===== src/rtl/rtype_program_loader_pkg.sv =====
// Shared definitions for the R-type program loader: opcode and funct
// constants, loader FSM state encoding, and the R-type word packer.
package rtype_program_loader_pkg;

  localparam logic [6:0] OPCODE_RTYPE = 7'b0110011;

  localparam logic [2:0] FUNCT3_ADD_SUB = 3'b000;
  localparam logic [2:0] FUNCT3_SLL     = 3'b001;
  localparam logic [2:0] FUNCT3_SLT     = 3'b010;
  localparam logic [2:0] FUNCT3_SLTU    = 3'b011;
  localparam logic [2:0] FUNCT3_XOR     = 3'b100;
  localparam logic [2:0] FUNCT3_SRL_SRA = 3'b101;
  localparam logic [2:0] FUNCT3_OR      = 3'b110;
  localparam logic [2:0] FUNCT3_AND     = 3'b111;

  localparam logic [6:0] FUNCT7_BASE = 7'b0000000;
  localparam logic [6:0] FUNCT7_ALT  = 7'b0100000;  // SUB / SRA

  typedef enum logic [1:0] {
    ST_IDLE = 2'd0,
    ST_LOAD = 2'd1,
    ST_DONE = 2'd2,
    ST_ERR  = 2'd3
  } loader_state_t;

  // Packs fields into an RV32I R-type word; fields are not range checked.
  function automatic logic [31:0] encode_rtype(
    input logic [6:0] funct7,
    input logic [4:0] rs2,
    input logic [4:0] rs1,
    input logic [2:0] funct3,
    input logic [4:0] rd
  );
    return {funct7, rs2, rs1, funct3, rd, OPCODE_RTYPE};
  endfunction

endpackage


===== src/rtl/rtype_program_loader_instr_fifo.sv =====
// Synchronous FIFO holding encoded instruction words.
// Ports:
//   clk, rst      clock / asynchronous active-high reset
//   flush         empties the FIFO (pointers cleared), overrides push/pop
//   push, din     write request and data; ignored when full
//   pop           read request; ignored when empty
//   dout          current head word (combinational from storage)
//   full, empty   occupancy flags
//   level         number of stored words
module rtype_program_loader_instr_fifo #(
  parameter int WIDTH = 32,
  parameter int DEPTH = 4
) (
  input  logic                       clk,
  input  logic                       rst,
  input  logic                       flush,
  input  logic                       push,
  input  logic [WIDTH-1:0]           din,
  input  logic                       pop,
  output logic [WIDTH-1:0]           dout,
  output logic                       full,
  output logic                       empty,
  output logic [$clog2(DEPTH):0]     level
);
  localparam int AW = $clog2(DEPTH);
  localparam logic [AW:0] DEPTH_C = DEPTH[AW:0];

  logic [WIDTH-1:0] mem [DEPTH];
  logic [AW:0]      wr_ptr;
  logic [AW:0]      rd_ptr;
  logic             push_ok;
  logic             pop_ok;

  assign push_ok = push && !full && !flush;
  assign pop_ok  = pop && !empty && !flush;

  // Storage carries no reset; only the pointers define what is valid.
  always_ff @(posedge clk) begin
    if (push_ok) begin
      mem[wr_ptr[AW-1:0]] <= din;
    end
  end

  always_ff @(posedge clk or posedge rst) begin
    if (rst) begin
      wr_ptr <= '0;
      rd_ptr <= '0;
    end else if (flush) begin
      wr_ptr <= '0;
      rd_ptr <= '0;
    end else begin
      if (push_ok) wr_ptr <= wr_ptr + 1'b1;
      if (pop_ok)  rd_ptr <= rd_ptr + 1'b1;
    end
  end

  // Pointers carry one extra wrap bit, so the difference is the occupancy.
  assign level = wr_ptr - rd_ptr;
  assign full  = (level == DEPTH_C);
  assign empty = (wr_ptr == rd_ptr);
  assign dout  = mem[rd_ptr[AW-1:0]];

endmodule


===== src/rtl/rtype_program_loader.sv =====
// R-type program loader: accepts instruction fields over a valid/ready
// stream, packs them into RV32I R-type words, buffers them and writes them
// to consecutive instruction-memory words starting at BASE_ADDR. The core
// is held in reset (cpu_rst=1) until the whole program has been written.
// Ports:
//   clk, rst                     clock / asynchronous active-high reset
//   start                        begin a load session (ignored while loading)
//   in_valid, in_ready           field stream handshake
//   in_funct7..in_rd, in_last    instruction fields, end-of-program marker
//   imem_we, imem_addr,
//   imem_wdata, imem_ready       instruction-memory write port
//   cpu_rst                      core reset, low only after a successful load
//   done, err                    session completed / overflowed
//   count                        words written this session
module rtype_program_loader
  import rtype_program_loader_pkg::*;
#(
  parameter logic [31:0] BASE_ADDR  = 32'h0,
  parameter int          MEM_WORDS  = 64,
  parameter int          FIFO_DEPTH = 4
) (
  input  logic                        clk,
  input  logic                        rst,
  input  logic                        start,
  input  logic                        in_valid,
  output logic                        in_ready,
  input  logic [6:0]                  in_funct7,
  input  logic [4:0]                  in_rs2,
  input  logic [4:0]                  in_rs1,
  input  logic [2:0]                  in_funct3,
  input  logic [4:0]                  in_rd,
  input  logic                        in_last,
  output logic                        imem_we,
  output logic [31:0]                 imem_addr,
  output logic [31:0]                 imem_wdata,
  input  logic                        imem_ready,
  output logic                        cpu_rst,
  output logic                        done,
  output logic                        err,
  output logic [$clog2(MEM_WORDS):0]  count
);
  localparam int CW = $clog2(MEM_WORDS) + 1;
  localparam int LW = $clog2(FIFO_DEPTH) + 1;
  localparam logic [CW-1:0] MEM_WORDS_C = MEM_WORDS[CW-1:0];
  localparam logic [LW-1:0] ONE_ENTRY   = LW'(1);

  loader_state_t  state_reg;
  loader_state_t  state_next;
  logic           last_seen_reg;
  logic [31:0]    addr_reg;
  logic [CW-1:0]  count_reg;

  logic           loading;
  logic           pending;
  logic           overflow;
  logic           write_done;
  logic           push;
  logic           start_session;
  logic           fifo_flush;
  logic           fifo_full;
  logic           fifo_empty;
  logic [LW-1:0]  fifo_level;
  logic [31:0]    fifo_dout;
  logic [31:0]    enc_word;

  assign enc_word = encode_rtype(in_funct7, in_rs2, in_rs1, in_funct3, in_rd);

  assign loading       = (state_reg == ST_LOAD);
  assign pending       = loading && !fifo_empty;
  // A word waiting with memory already full cannot be placed anywhere.
  assign overflow      = pending && (count_reg == MEM_WORDS_C);
  assign write_done    = imem_we && imem_ready;
  assign push          = in_valid && in_ready;
  assign start_session = start && !loading;
  // Overflow discards whatever is still buffered.
  assign fifo_flush    = start_session || overflow;

  rtype_program_loader_instr_fifo #(
    .WIDTH (32),
    .DEPTH (FIFO_DEPTH)
  ) u_fifo (
    .clk   (clk),
    .rst   (rst),
    .flush (fifo_flush),
    .push  (push),
    .din   (enc_word),
    .pop   (write_done),
    .dout  (fifo_dout),
    .full  (fifo_full),
    .empty (fifo_empty),
    .level (fifo_level)
  );

  always_ff @(posedge clk or posedge rst) begin
    if (rst) begin
      state_reg <= ST_IDLE;
    end else begin
      state_reg <= state_next;
    end
  end

  always_comb begin
    state_next = state_reg;
    in_ready   = 1'b0;
    imem_we    = 1'b0;
    done       = 1'b0;
    err        = 1'b0;
    cpu_rst    = 1'b1;
    case (state_reg)
      ST_IDLE: begin
        if (start) state_next = ST_LOAD;
      end
      ST_LOAD: begin
        in_ready = !fifo_full && !last_seen_reg;
        imem_we  = pending && !overflow;
        if (overflow) begin
          state_next = ST_ERR;
        end else if (write_done && last_seen_reg && fifo_level == ONE_ENTRY) begin
          // No push can coincide here: in_ready is low once last_seen is set.
          state_next = ST_DONE;
        end
      end
      ST_DONE: begin
        done    = 1'b1;
        cpu_rst = 1'b0;
        if (start) state_next = ST_LOAD;
      end
      ST_ERR: begin
        err = 1'b1;
        if (start) state_next = ST_LOAD;
      end
      default: state_next = ST_IDLE;
    endcase
  end

  always_ff @(posedge clk or posedge rst) begin
    if (rst) begin
      addr_reg      <= BASE_ADDR;
      count_reg     <= '0;
      last_seen_reg <= 1'b0;
    end else if (start_session) begin
      addr_reg      <= BASE_ADDR;
      count_reg     <= '0;
      last_seen_reg <= 1'b0;
    end else begin
      if (write_done) begin
        addr_reg  <= addr_reg + 32'd4;
        count_reg <= count_reg + 1'b1;
      end
      if (push && in_last) begin
        last_seen_reg <= 1'b1;
      end
    end
  end

  assign imem_addr  = addr_reg;
  // Head storage is undefined when empty; show zero whenever no write is requested.
  assign imem_wdata = imem_we ? fifo_dout : 32'h0;
  assign count      = count_reg;

endmodule


===== config.mk =====
export PLATFORM = sky130hd
export DESIGN_NAME = rtype_program_loader
export DESIGN_NICKNAME = d
export VERILOG_FILES = /design/src/rtl/rtype_program_loader_pkg.sv /design/src/rtl/rtype_program_loader_instr_fifo.sv /design/src/rtl/rtype_program_loader.sv
export SDC_FILE = /design/constraint.sdc
export NUM_CORES = 1
export LEC_CHECK = 0
export BUFFER_PORTS_ARGS = -buffer_cell sky130_fd_sc_hd__buf_2
export CAP_MARGIN = 20
export CORE_ASPECT_RATIO = 1.1
export CORE_MARGIN = 5
export CORE_UTILIZATION = 60
export CTS_CLUSTER_DIAMETER = 200
export DETAILED_ROUTE_END_ITERATION = 10
export PLACE_DENSITY = 0.83
export SLEW_MARGIN = 0
export SYNTH_ARGS = -nofsm -noshare
export SYNTH_HDL_FRONTEND = slang
export SYNTH_HIERARCHICAL = 1
export SYNTH_SLANG_ARGS = --single-unit

===== constraint.sdc =====
create_clock -name clk -period 9.4 [get_ports clk]
set_input_delay 1.88 -clock clk [delete_from_list [all_inputs] [get_ports clk]]
set_output_delay 1.88 -clock clk [all_outputs]
set_load 0.01 [all_outputs]

# Word level (Yosys, flattened, before mapping)

Memory sizes are Yosys's and may differ from the RTL's.
Cells that the tools add are included.

Register bits after elaboration: 48
Bits in latches: 0
Bits in writable memories: 100
Memory bits (read-only): 0
Word-level logic and storage cells: 71
Memories: 1

$add $sub $neg: 5
Multiply operators: 0
Div/mod/pow operators: 0
$lt $le $gt $ge: 0
Eq/ne operators: 9
Shifts and indexed selects: 0
Multiplexer cells: 22
Bitwise gates (word level): 0
Reductions and logical operators: 28

Memory list:

| name       | words | width | read ports | clocked after memory_dff | write ports | line                                  | RTL |
|---|---|---|---|---|---|---|---|
| u_fifo.mem | 4     | 25    | 1          | 0                        | 1           | rtype_program_loader_instr_fifo.sv:28 | `logic [WIDTH-1:0] mem [DEPTH];` |

Operators by type and width:

| cell                    | count |
|---|---|
| $mux W32                | 3 |
| $add A32 B3 Y32 const B | 1 |
| $logic_and A1 B1 Y1     | 14 |
| $mux W7                 | 2 |
| $mux W3                 | 4 |
| $mux W1                 | 9 |
| $reduce_bool A2 Y1      | 4 |
| $add A7 B1 Y7 const B   | 1 |
| $eq A7 B7 Y1 const B    | 1 |
| $add A3 B1 Y3 const B   | 2 |
| $logic_not A1 Y1        | 6 |
| $mux W2                 | 3 |
| $eq A2 B2 Y1 const B    | 2 |
| $pmux W2 S2             | 1 |
| $eq A3 B1 Y1 const B    | 1 |
| $eq A3 B3 Y1            | 1 |
| $eq A3 B3 Y1 const B    | 1 |
| $ne A3 B1 Y1 const B    | 1 |
| $reduce_or A3 Y1        | 1 |
| $sub A3 B3 Y3           | 1 |
| $eq A2 B1 Y1 const B    | 1 |
| $logic_not A2 Y1        | 1 |
| $ne A2 B1 Y1 const B    | 1 |
| $reduce_and A2 Y1       | 1 |
| $logic_or A1 B1 Y1      | 1 |

# Logic depth before layout (Yosys ltp)

Gate-level depths: netlist (run 1).

Word-level depth: 13
Mapped depth: 13
Gate-level depth less buffers: 11

# Hierarchy

Netlist (run 1), hierarchy kept.

By module, submodules not included:

| module                          | times used | cells an instance | area each (um^2) | sequential area each (um^2) |
|---|---|---|---|---|
| rtype_program_loader_instr_fifo | 1          | 217               | 5079.9           | 3993.8 |
| rtype_program_loader            | 1          | 260               | 2289.7           | 1001.0 |

# Worst setup path after synthesis (run 1)

No wires, ideal clock.

Path kind: input-to-reg
Start point: input start
End point: memory u_fifo/mem[1][0] (netlist name) (enable)
Library setup time: 0.468 ns
Arrival: 5.001 ns
Data required time: 8.932 ns
Setup slack: 3.931 ns
Stages: 5
Buffers on the path: 2
Cell sequence: nand2_1 -> clkbuf_1 -> o21ai_0 -> buf_1 -> nor3b_1

Word-level cells in the longest chain between the ends: 6

RTL lines:

| item                          | line                                  | RTL |
|---|---|---|
| start, declared               | rtype_program_loader.sv:24            | `input logic start,` |
| $logic_and A1 B1 Y1           | rtype_program_loader.sv:74            | `assign start_session = start && !loading;` |
| $logic_or A1 B1 Y1            | rtype_program_loader.sv:76            | `assign fifo_flush = start_session \|\| overflow;` |
| via fifo_flush                | rtype_program_loader.sv:59            | `logic fifo_flush;` |
| $logic_not A1 Y1              | rtype_program_loader_instr_fifo.sv:34 | `assign push_ok = push && !full && !flush;` |
| $logic_and A1 B1 Y1           | rtype_program_loader_instr_fifo.sv:34 |  |
| $mux W1                       | rtype_program_loader_instr_fifo.sv:39 | `if (push_ok) begin` |
| $mux W1 (not written as such) | rtype_program_loader_instr_fifo.sv:40 | `mem[wr_ptr[AW-1:0]] <= din;` |
| end, declared                 | rtype_program_loader_instr_fifo.sv:28 |  |

The timed path passes the listed nets, and every way through them passes these cells.

# Final worst setup path (run 1)

Start point: register u_fifo.rd_ptr[1]
End point: output imem_wdata[24]

Word-level cells in the longest chain between the ends: 8

RTL lines:

| item                   | line                                  | RTL |
|---|---|---|
| start, declared        | rtype_program_loader_instr_fifo.sv:30 | `logic [AW:0] rd_ptr;` |
| start signal, assigned | rtype_program_loader_instr_fifo.sv:53 | `if (pop_ok) rd_ptr <= rd_ptr + 1'b1;` |
| $eq A3 B3 Y1 *         | rtype_program_loader_instr_fifo.sv:60 | `assign empty = (wr_ptr == rd_ptr);` |
| via fifo_empty         | rtype_program_loader.sv:61            | `logic fifo_empty;` |
| $logic_not A1 Y1 *     | rtype_program_loader.sv:69            | `assign pending = loading && !fifo_empty;` |
| $logic_and A1 B1 Y1 *  | rtype_program_loader.sv:69            |  |
| $logic_and A1 B1 Y1    | rtype_program_loader.sv:71            | `assign overflow = pending && (count_reg == MEM_WORDS_C);` |
| $logic_not A1 Y1       | rtype_program_loader.sv:115           | `imem_we = pending && !overflow;` |
| $logic_and A1 B1 Y1 *  | rtype_program_loader.sv:115           |  |
| $mux W1 *              | rtype_program_loader.sv:109           | `case (state_reg)` |
| $mux W32 *             | rtype_program_loader.sv:158           | `assign imem_wdata = imem_we ? fifo_dout : 32'h0;` |
| end, declared          | rtype_program_loader.sv:35            | `output logic [31:0] imem_wdata,` |

The timed path passes the listed nets; every way through them passes the cells marked *.

==> flow_summary_export.csv, run 1 <==
group,metric,value,unit
timing,drv_slew,0,
critical_path,required,7.52,ns
critical_path,reg2reg_depth,11,
synthesis,syn_area_per_cell,15.4,µm²
synthesis,synth-async-reset-ratio,26.4,%
synthesis,synth_xor_area_share,2.60,%
grt,grt_overflow,0,
finish,drive_gt1_share,29.3,%
clock_network,cts_setup_buffers,0,
clock_network,clock_sinks,174,
critical_path,startpoint,"u_fifo/rd_ptr[1]",
clock_network,clk_pin_slew,0.06,ns
worst_hold_path,min_from,"imem_addr[31]",
route,drt_iter0_drc,330,
clock_network,clock_path_buffers,2,
critical_path,r2r-end,"imem_addr[23]",
clock_network,clkLatencyLatePin,0.42,ns
die,num_io_pins,107,
clock_network,cts_tree,"yes",
synthesis,yosys.cell_count.top_type,"edfxtp_1",
pwr,power,2.85,mW
die,die_x,116,µm
finish,final_nets,657,
route,ant_nets,0,
outcome,status,"completed",
timing,period_share,52.9,%
die,initial_core_util,61.2,%
synthesis,synth_top_family_by_area,"simple AND/OR/NAND/NOR gates",
timing,setup_violations,0,
synthesis,synth_edf_count,128,
finish,antenna_cells,0,
critical_path,critPathArrivalTime,3.09,ns
synthesis,synth_area_leaders,"edfxtp_1, dfrtp_1, mux4_2",
timing,fin_crit,4.97,ns
finish,design_area,8770,µm²
pwr,max-vdd-ir-drop,0.270,mV
timing,hold_viol_final,0,
synthesis,synthMuxAreaShare,10.2,%
route,vias_per_cell,5.64,
grt,grt_antenna_before_repair,1,
clock_network,h-tree-depth,4,
synthesis,yosys_warnings,6,
grt,grt_max_degree,41,
synthesis,synth-seq-cells,174,
timing,slew_headroom,30.6,%
critical_path,reg2reg_slack,5.88,ns
synthesis,yosysTopAreaCellShare,52.2,%
pwr,leakage,3.46,nW
grt,grt_pass1_wl,24.1,mm
worst_hold_path,hp-class,"register to register",
placement,dp_hpwl,9.45,mm
clock_network,cts_resized,0,
timing,clock.fmax,0.201,GHz
die,placement_rows,42,
critical_path,cp_max_fo,35,
synthesis,postSynthCellCount,477,
timing,rsz0062_at_grt,"no",
synthesis,yosys.area.top_type,"edfxtp_1",
route,drc,0,
critical_path,endpoint_kind,"primary output",
die,fp.dieH,126,µm
synthesis,yosys.area_share.simple,11.4,%
timing,worst_hold_slack,0.483,ns
placement,gp_congestion,0.876,
job,max_cap_viol_count,0,
finish,largest_reg_flops,128,
finish,area_growth,19.0,%
placement,port_buffers,104,
timing,clock-skew-final,0.0160,ns
timing,worst_pin_slew,1.04,ns
placement,placed_area,8180,µm²
timing,fin_setup_tns,0,ns
critical_path,cp-endpoint,"imem_wdata[24]",
route,vias,4406,
grt,grtUsageTotal,21.8,%
synthesis,ys_types,46,
die,core,12000,µm²
die,die_area,14600,µm²
pwr,power_density,324,nW/µm²
grt,grt_pass1_vias,4689,
synthesis,synth_fa_ha_area_share,1.97,%
route,drt_pass1_iterations,6,
route,routedWlPerCell,19.2,µm
clock_network,clockRootBuffer,"clkbuf_16",
critical_path,r2r_start,"u_fifo/rd_ptr[1]",
route,finalWirelength,15.0,mm
synthesis,synth.top_cells.by_count,"edfxtp_1, dfrtp_1, and2_1, mux4_2, nor2_1",
synthesis,synth_ff_type,"edfxtp_1",
synthesis,ys_seq_area_share,67.8,%
clock_network,postCtsHoldBufs,0,
critical_path,worstSetupPathType,"register to primary output",
clock_network,cts_buffers,17,
critical_path,startpoint_type,"register",
synthesis,netlist_area,7370,µm²
synthesis,synth_compound_area_share,3.77,%
==> through the flow <==
step                instances  utilization [%]  worst slack [ns]
finish                    781             72.9              4.43
global route              781             72.9              4.22
CTS                       781             72.9              4.38
detailed placement        750             68.0              4.87
global placement          750             68.0              4.95
floorplan                 505                -              3.93
==> worst min path at each step <==
stage / to / slack (ns) / cells past startpoint
CTS: imem_addr[31] / 0.49 / 1
floorplan: last_seen_reg / 0.48 / 2
global route: imem_addr[31] / 0.51 / 1
detailed placement: imem_addr[31] / 0.48 / 1
finish: imem_addr[31] / 0.48 / 1
global placement: imem_addr[31] / 0.46 / 1
==> worst max-delay path, stage by stage, from the launching register on <==
cell and delay (ns):
dfrtp_1 0.33, buf_4 0.43, inv_1 0.16, ha_1 0.30, nand2_1 0.11, nor2_1 0.07
or3b_2 0.49, a21oi_2 0.12, buf_4 0.33, and2_1 0.19, buf_2 0.13
==> metal layers <==
layer  vias to the layer above  global-route usage, %  routed length, µm
met5                         -                      0                 13
met4                         2                   7.92                269
met3                        21                   4.85                876
met2                       130                   38.3               8050
met1                      2212                   26.4               5810
li1                       2041                      -                  -
==> power breakdown <==
group / total (mW) / leakage, nW / internal, mW / switching (mW)
registers: 1.03 / 1.77 / 0.966 / 0.0678
clock network: 0.698 / 0.280 / 0.418 / 0.280
logic: 1.11 / 1.41 / 0.477 / 0.637
==> kinds of logic (layout without fill, tap and decap cells) <==
family          after synthesis  count (layout)
compound gates               45              45
xor+xnor                     20              20
fa+ha+maj                    11              11
buf+inv                      38             160
flops                       174             174
mux                          35              35
other cells                   2              30
simple gates                152             152
==> area by class of cell <==
type	count	area [µm²]
flip-flops and latches	174	5000
fillers	734	3260
multi-input cells	293	2340
repair buffers	113	588
clock buffers	18	429
well taps	154	193
clock inverters	13	163
inverters	16	60.1
==> placed cells by master (no fill, tap or decap), drive strengths merged, types with 10 or more instances in the layout <==
cell / count
a21oi: 13
and2: 36
buf: 113
clkbuf: 18
conb: 30
dfrtp: 46
edfxtp: 128
ha: 10
inv: 20
mux4: 32
nand2: 24
nand3: 16
nand4: 12
nor2: 26
o21ai: 17
xor2: 13
Note: power is estimated with default switching activity, not from simulation.
==> run 2, diff against run 1 <==
--- a/config.mk
+++ b/config.mk
@@ -9,10 +9,10 @@
 export CAP_MARGIN = 20
 export CORE_ASPECT_RATIO = 1.1
 export CORE_MARGIN = 5
-export CORE_UTILIZATION = 60
+export CORE_UTILIZATION = 58
 export CTS_CLUSTER_DIAMETER = 200
 export DETAILED_ROUTE_END_ITERATION = 10
-export PLACE_DENSITY = 0.83
+export PLACE_DENSITY = 0.81
 export SLEW_MARGIN = 0
 export SYNTH_ARGS = -nofsm -noshare
 export SYNTH_HDL_FRONTEND = slang
==> constraint.sdc (replaced) <==
create_clock -name clk -period 4.7 [get_ports clk]
set_input_delay 0.94 -clock clk [delete_from_list [all_inputs] [get_ports clk]]
set_output_delay 0.94 -clock clk [all_outputs]
set_load 0.01 [all_outputs]
==> flow_summary_export.csv, run 2 (synthesis gave the netlist of run 1 again) <==
group,metric,value,unit
outcome,status,"completed",
timing,worst_hold_slack,0.449,ns
critical_path,r2r_start,"u_fifo/wr_ptr[0]",
clock_network,cts_buffers,17,
worst_hold_path,hp-class,"input port to async pin",
pwr,leakage,3.45,nW
route,drc,0,
grt,grt_antenna_before_repair,1,
die,num_io_pins,107,
placement,placed_area,8190,µm²
timing,period_share,80.2,%
critical_path,r2r-end,"imem_addr[23]",
job,max_cap_viol_count,0,
finish,seq_area,5000,µm²
pwr,power,5.70,mW
die,core,12500,µm²
finish,design_area,8780,µm²
grt,grt_pass1_wl,24.5,mm
grt,grtUsageTotal,20.9,%
clock_network,h-tree-depth,4,
pwr,max-vdd-ir-drop,0.487,mV
finish,drive_gt1_share,29.5,%
route,drt_iter0_drc,393,
clock_network,cts_setup_buffers,0,
clock_network,postCtsHoldBufs,0,
route,ant_nets,0,
critical_path,cp_max_fo,32,
timing,drv_slew,0,
die,placement_rows,43,
timing,hold_viol_final,0,
clock_network,clock_path_buffers,2,
route,vias,4485,
critical_path,critPathArrivalTime,2.83,ns
placement,gp_congestion,0.831,
die,fp.dieH,128,µm
finish,area_growth,19.2,%
clock_network,clock_sinks,174,
finish,final_cell_mix,"edfxtp_1, buf_2, dfrtp_1, and2_1, mux4_2",
critical_path,endpoint_kind,"primary output",
route,vias_per_cell,5.71,
die,die_x,117,µm
critical_path,reg2reg_slack,1.52,ns
die,die_area,15100,µm²
timing,fin_setup_tns,0,ns
die,initial_core_util,58.8,%
placement,dp_hpwl,9.23,mm
clock_network,cts_tree,"yes",
timing,fin_crit,3.77,ns
timing,setup_violations,0,
route,drt_pass1_iterations,4,
grt,grt_pass1_vias,4733,
clock_network,clk_pin_slew,0.06,ns
timing,worst_pin_slew,0.975,ns
clock_network,cts_resized,0,
timing,slew_headroom,35.0,%
grt,grt_max_degree,41,
finish,final_nets,657,
grt,grt_overflow,0,
finish,final_common_cell,"edfxtp_1",
finish,fill_cells,832,
clock_network,clockRootBuffer,"clkbuf_16",
timing,clock-skew-final,0.00682,ns
route,finalWirelength,14.8,mm
critical_path,startpoint_type,"register",
critical_path,required,3.76,ns
critical_path,reg2reg_depth,10,
finish,largest_reg_flops,128,
placement,port_buffers,104,
route,routedWlPerCell,18.9,µm
clock_network,clkLatencyLatePin,0.41,ns
finish,antenna_cells,0,
timing,clock.fmax,0.265,GHz
pwr,power_density,650,nW/µm²
finish,post-route-util,70.0,%
finish,multiInputGateArea,2340,µm²
timing,rsz0062_at_grt,"no",
critical_path,worstSetupPathType,"register to primary output",
==> run 2: cell count changes in the layout (fill, tap and decap cells not counted) <==
cell	delta
clkinvlp_4	+2
clkinv_4	+1
inv_6	-1
inv_8	-1
==> run 2: power by group <==
group | total, mW | internal (mW) | switching (mW)
Combinational | 2.24 | 0.956 | 1.28
Sequential | 2.07 | 1.93 | 0.133
Clock | 1.40 | 0.835 | 0.564
==> run 2: layer usage <==
metal / global-route usage, % / part of all wire [%]
met1: 25.8 / 39
met2: 36.2 / 53
met3: 5.25 / 5.7
met4: 7.42 / 2.0
met5: 0 / 0.047
==> run 2: stage by stage <==
step	instances	worst slack [ns]
after floorplan	505	-0.624
after global placement	753	1.52
after detailed placement	753	1.42
after CTS	785	0.908
after global routing	785	0.736
final	785	0.929
==> run 2: how the worst max path moves through the flow <==
stage	from	end	slack [ns]
5_1_grt	u_fifo/wr_ptr[0]	imem_wdata[17]	0.74
3_3_place_gp	u_fifo/wr_ptr[0]	imem_wdata[30]	1.52
4_1_cts	u_fifo/wr_ptr[0]	imem_wdata[17]	0.91
2_1_floorplan	u_fifo/rd_ptr[1]	u_fifo/mem[0][0]	-0.62
3_5_place_dp	u_fifo/wr_ptr[0]	imem_wdata[30]	1.42
6_report	u_fifo/wr_ptr[0]	imem_wdata[30]	0.93
==> run 2: cell type report <==
type	instances	share of cell area, %
inverters	16	0.684
clock inverters	14	1.90
well taps	157	2.24
flip-flops and latches	174	56.9
multi-input cells	293	26.7
repair buffers	113	6.70
clock buffers	18	4.89
==> run 2: critical path, cell delays in order, from the launching register on <==
cell     delay (ns)
dfrtp_1        0.40
inv_1          0.15
ha_1           0.28
nand2_1        0.12
nor2_1         0.06
or3b_2         0.49
a21oi_2        0.21
buf_4          0.34
and2_1         0.20
buf_2          0.13
==> run 3, diff against run 2 <==
--- a/config.mk
+++ b/config.mk
@@ -9,10 +9,10 @@
 export CAP_MARGIN = 20
 export CORE_ASPECT_RATIO = 1.1
 export CORE_MARGIN = 5
-export CORE_UTILIZATION = 58
+export CORE_UTILIZATION = 52
 export CTS_CLUSTER_DIAMETER = 200
 export DETAILED_ROUTE_END_ITERATION = 10
-export PLACE_DENSITY = 0.81
+export PLACE_DENSITY = 0.77
 export SLEW_MARGIN = 0
 export SYNTH_ARGS = -nofsm -noshare
 export SYNTH_HDL_FRONTEND = slang
==> constraint.sdc (replaced) <==
create_clock -name clk -period 3.3 [get_ports clk]
set_input_delay 0.66 -clock clk [delete_from_list [all_inputs] [get_ports clk]]
set_output_delay 0.66 -clock clk [all_outputs]
set_load 0.01 [all_outputs]
==> flow_summary_export.csv, run 3 (synthesis gave the netlist of run 1 again) <==
group,metric,value,unit
route,ant_nets,0,
finish,antenna_cells,0,
timing,rsz0062_at_grt,"no",
timing,hold_viol_final,0,
clock_network,postCtsHoldBufs,0,
route,vias,4481,
critical_path,worstSetupPathType,"register to primary output",
outcome,status,"completed",
finish,post-route-util,64.9,%
finish,final_cell_mix,"edfxtp_1, buf_2, dfrtp_1, and2_1, mux4_2",
finish,drive_gt1_share,32.1,%
grt,grt_antenna_before_repair,0,
placement,gp_congestion,0.827,
grt,grt_max_degree,41,
timing,slew_headroom,35.6,%
die,num_io_pins,107,
grt,grt_pass1_vias,4529,
grt,top_usage_layer,"met2",
critical_path,slowest_delay,0.41,ns
critical_path,required,2.64,ns
clock_network,clk_pin_slew,0.07,ns
pwr,power,8.55,mW
clock_network,clock_path_buffers,2,
clock_network,cts_buffers,17,
route,drt_iter0_drc,292,
route,vias_per_cell,5.42,
critical_path,endpoint_kind,"primary output",
finish,multiInputGateArea,2410,µm²
timing,setup_violations,0,
placement,dp_hpwl,9.65,mm
grt,grtUsageMet3,4.52,%
die,die_x,124,µm
finish,final_common_cell,"edfxtp_1",
timing,drv_slew,0,
grt,grtUsageTotal,18.5,%
worst_hold_path,hp-class,"input port to async pin",
critical_path,critPathArrivalTime,2.49,ns
timing,fin_crit,3.15,ns
clock_network,clkLatencyLatePin,0.42,ns
pwr,power_density,951,nW/µm²
grt,use_met1,23.9,%
finish,largest_reg_flops,128,
clock_network,clock_sinks,174,
route,drc,0,
clock_network,clockRootBuffer,"clkbuf_16",
critical_path,cp_max_fo,14,
clock_network,cts_tree,"yes",
job,max_cap_viol_count,0,
die,die_area,16700,µm²
critical_path,crit_path_cell_trace,"inv_2, ha_4, nand2_1, nor2_1, or3b_4, a21oi_4, buf_4, buf_8, and2_1, buf_2",
finish,fill_cells,999,
pwr,leakage,3.53,nW
placement,port_buffers,104,
die,fp.dieH,135,µm
route,routedWlPerCell,18.0,µm
grt,grt_overflow,0,
finish,seq_area,5000,µm²
die,placement_rows,45,
die,core,13900,µm²
finish,area_growth,22.0,%
timing,worst_hold_slack,0.162,ns
finish,final_nets,669,
timing,clock.fmax,0.318,GHz
grt,grt_use_met2,30.8,%
clock_network,h-tree-depth,4,
route,finalWirelength,14.9,mm
route,drt_pass1_iterations,4,
critical_path,slowest_stage,"dfrtp_1",
timing,worst_pin_slew,0.966,ns
timing,period_share,95.4,%
timing,clock-skew-final,0.0112,ns
die,initial_core_util,53.2,%
pwr,max-vdd-ir-drop,0.561,mV
critical_path,startpoint_type,"register",
timing,fin_setup_tns,0,ns
grt,grt_pass1_wl,23.4,mm
run 3: changes by cell type in the layout (fill, tap and decap cells not counted), moves of 3 or more:
cell,previous run,this run
buf_4,9,15
nor3b_2,3,0
inv_6,2,6
clkinvlp_4,5,1
nor3b_4,0,3
run 3: timing repair:
item | CTS | global route
endpoints found under the setup margin | 2 | 29
gates cloned | 0 | 2
buffers inserted | 0 | 6
gates resized for setup | 1 | 9
run 3: final timing paths:
kind | end | from | slack (ns) | depth (start not counted)
worst max-delay path | imem_wdata[29] | u_fifo/wr_ptr[0] | 0.15 | 10
worst min-delay path | u_fifo/wr_ptr[1] | rst | 0.16 | 2
worst max register to register | u_fifo/mem[0][30] | u_fifo/wr_ptr[0] | 0.45 | 11
worst min register to register | imem_addr[31] | imem_addr[31] | 0.49 | 1
max in group asynchronous | imem_addr[13] | rst | 2.57 | 3
min in group clk | u_fifo/mem[3][8] | in_rd[1] | 0.45 | 1
run 3: layout make-up:
type / instances / area share [%]
sequential: 174 / 55.6
tap: 188 / 2.62
multi-input combinational: 293 / 26.8
timing repair buffer: 125 / 8.23
clock inverter: 12 / 1.24
inverter: 16 / 0.668
clock buffer: 19 / 4.82
run 3: metal layers:
| layer | up-vias | share of wire, % |
|---|---|---|
| met5 | - | 0 |
| met4 | 0 | 0.80 |
| met3 | 11 | 5.9 |
| met2 | 136 | 52 |
| met1 | 2268 | 41 |
| li1 | 2066 | - |
run 3: worst max-delay path: cells and delay by family, from the launching register on:
kind	cells	cell delay (ns)
simple gates	4	0.73
buf+inv	4	0.54
compound gates	1	0.15
fa+ha+maj	1	0.23
flops	1	0.41
run 3: per-stage QoR:
| stage | instances | cell area, µm² | worst slack, ns |
|---|---|---|---|
| finish | 827 | 8990 | 0.152 |
| detailed placement | 788 | 8340 | 0.462 |
| global route | 827 | 8990 | 0.0477 |
| global placement | 788 | 8340 | 0.483 |
| CTS | 819 | 8890 | 0.0242 |
| floorplan | 505 | 7580 | 0.00198 |
run 3: where the power goes:
| part | leakage [nW] | switching (mW) | internal, mW |
|---|---|---|---|
| clock network | 0.261 | 0.806 | 1.04 |
| registers | 1.77 | 0.195 | 2.75 |
| logic | 1.50 | 2.00 | 1.75 |
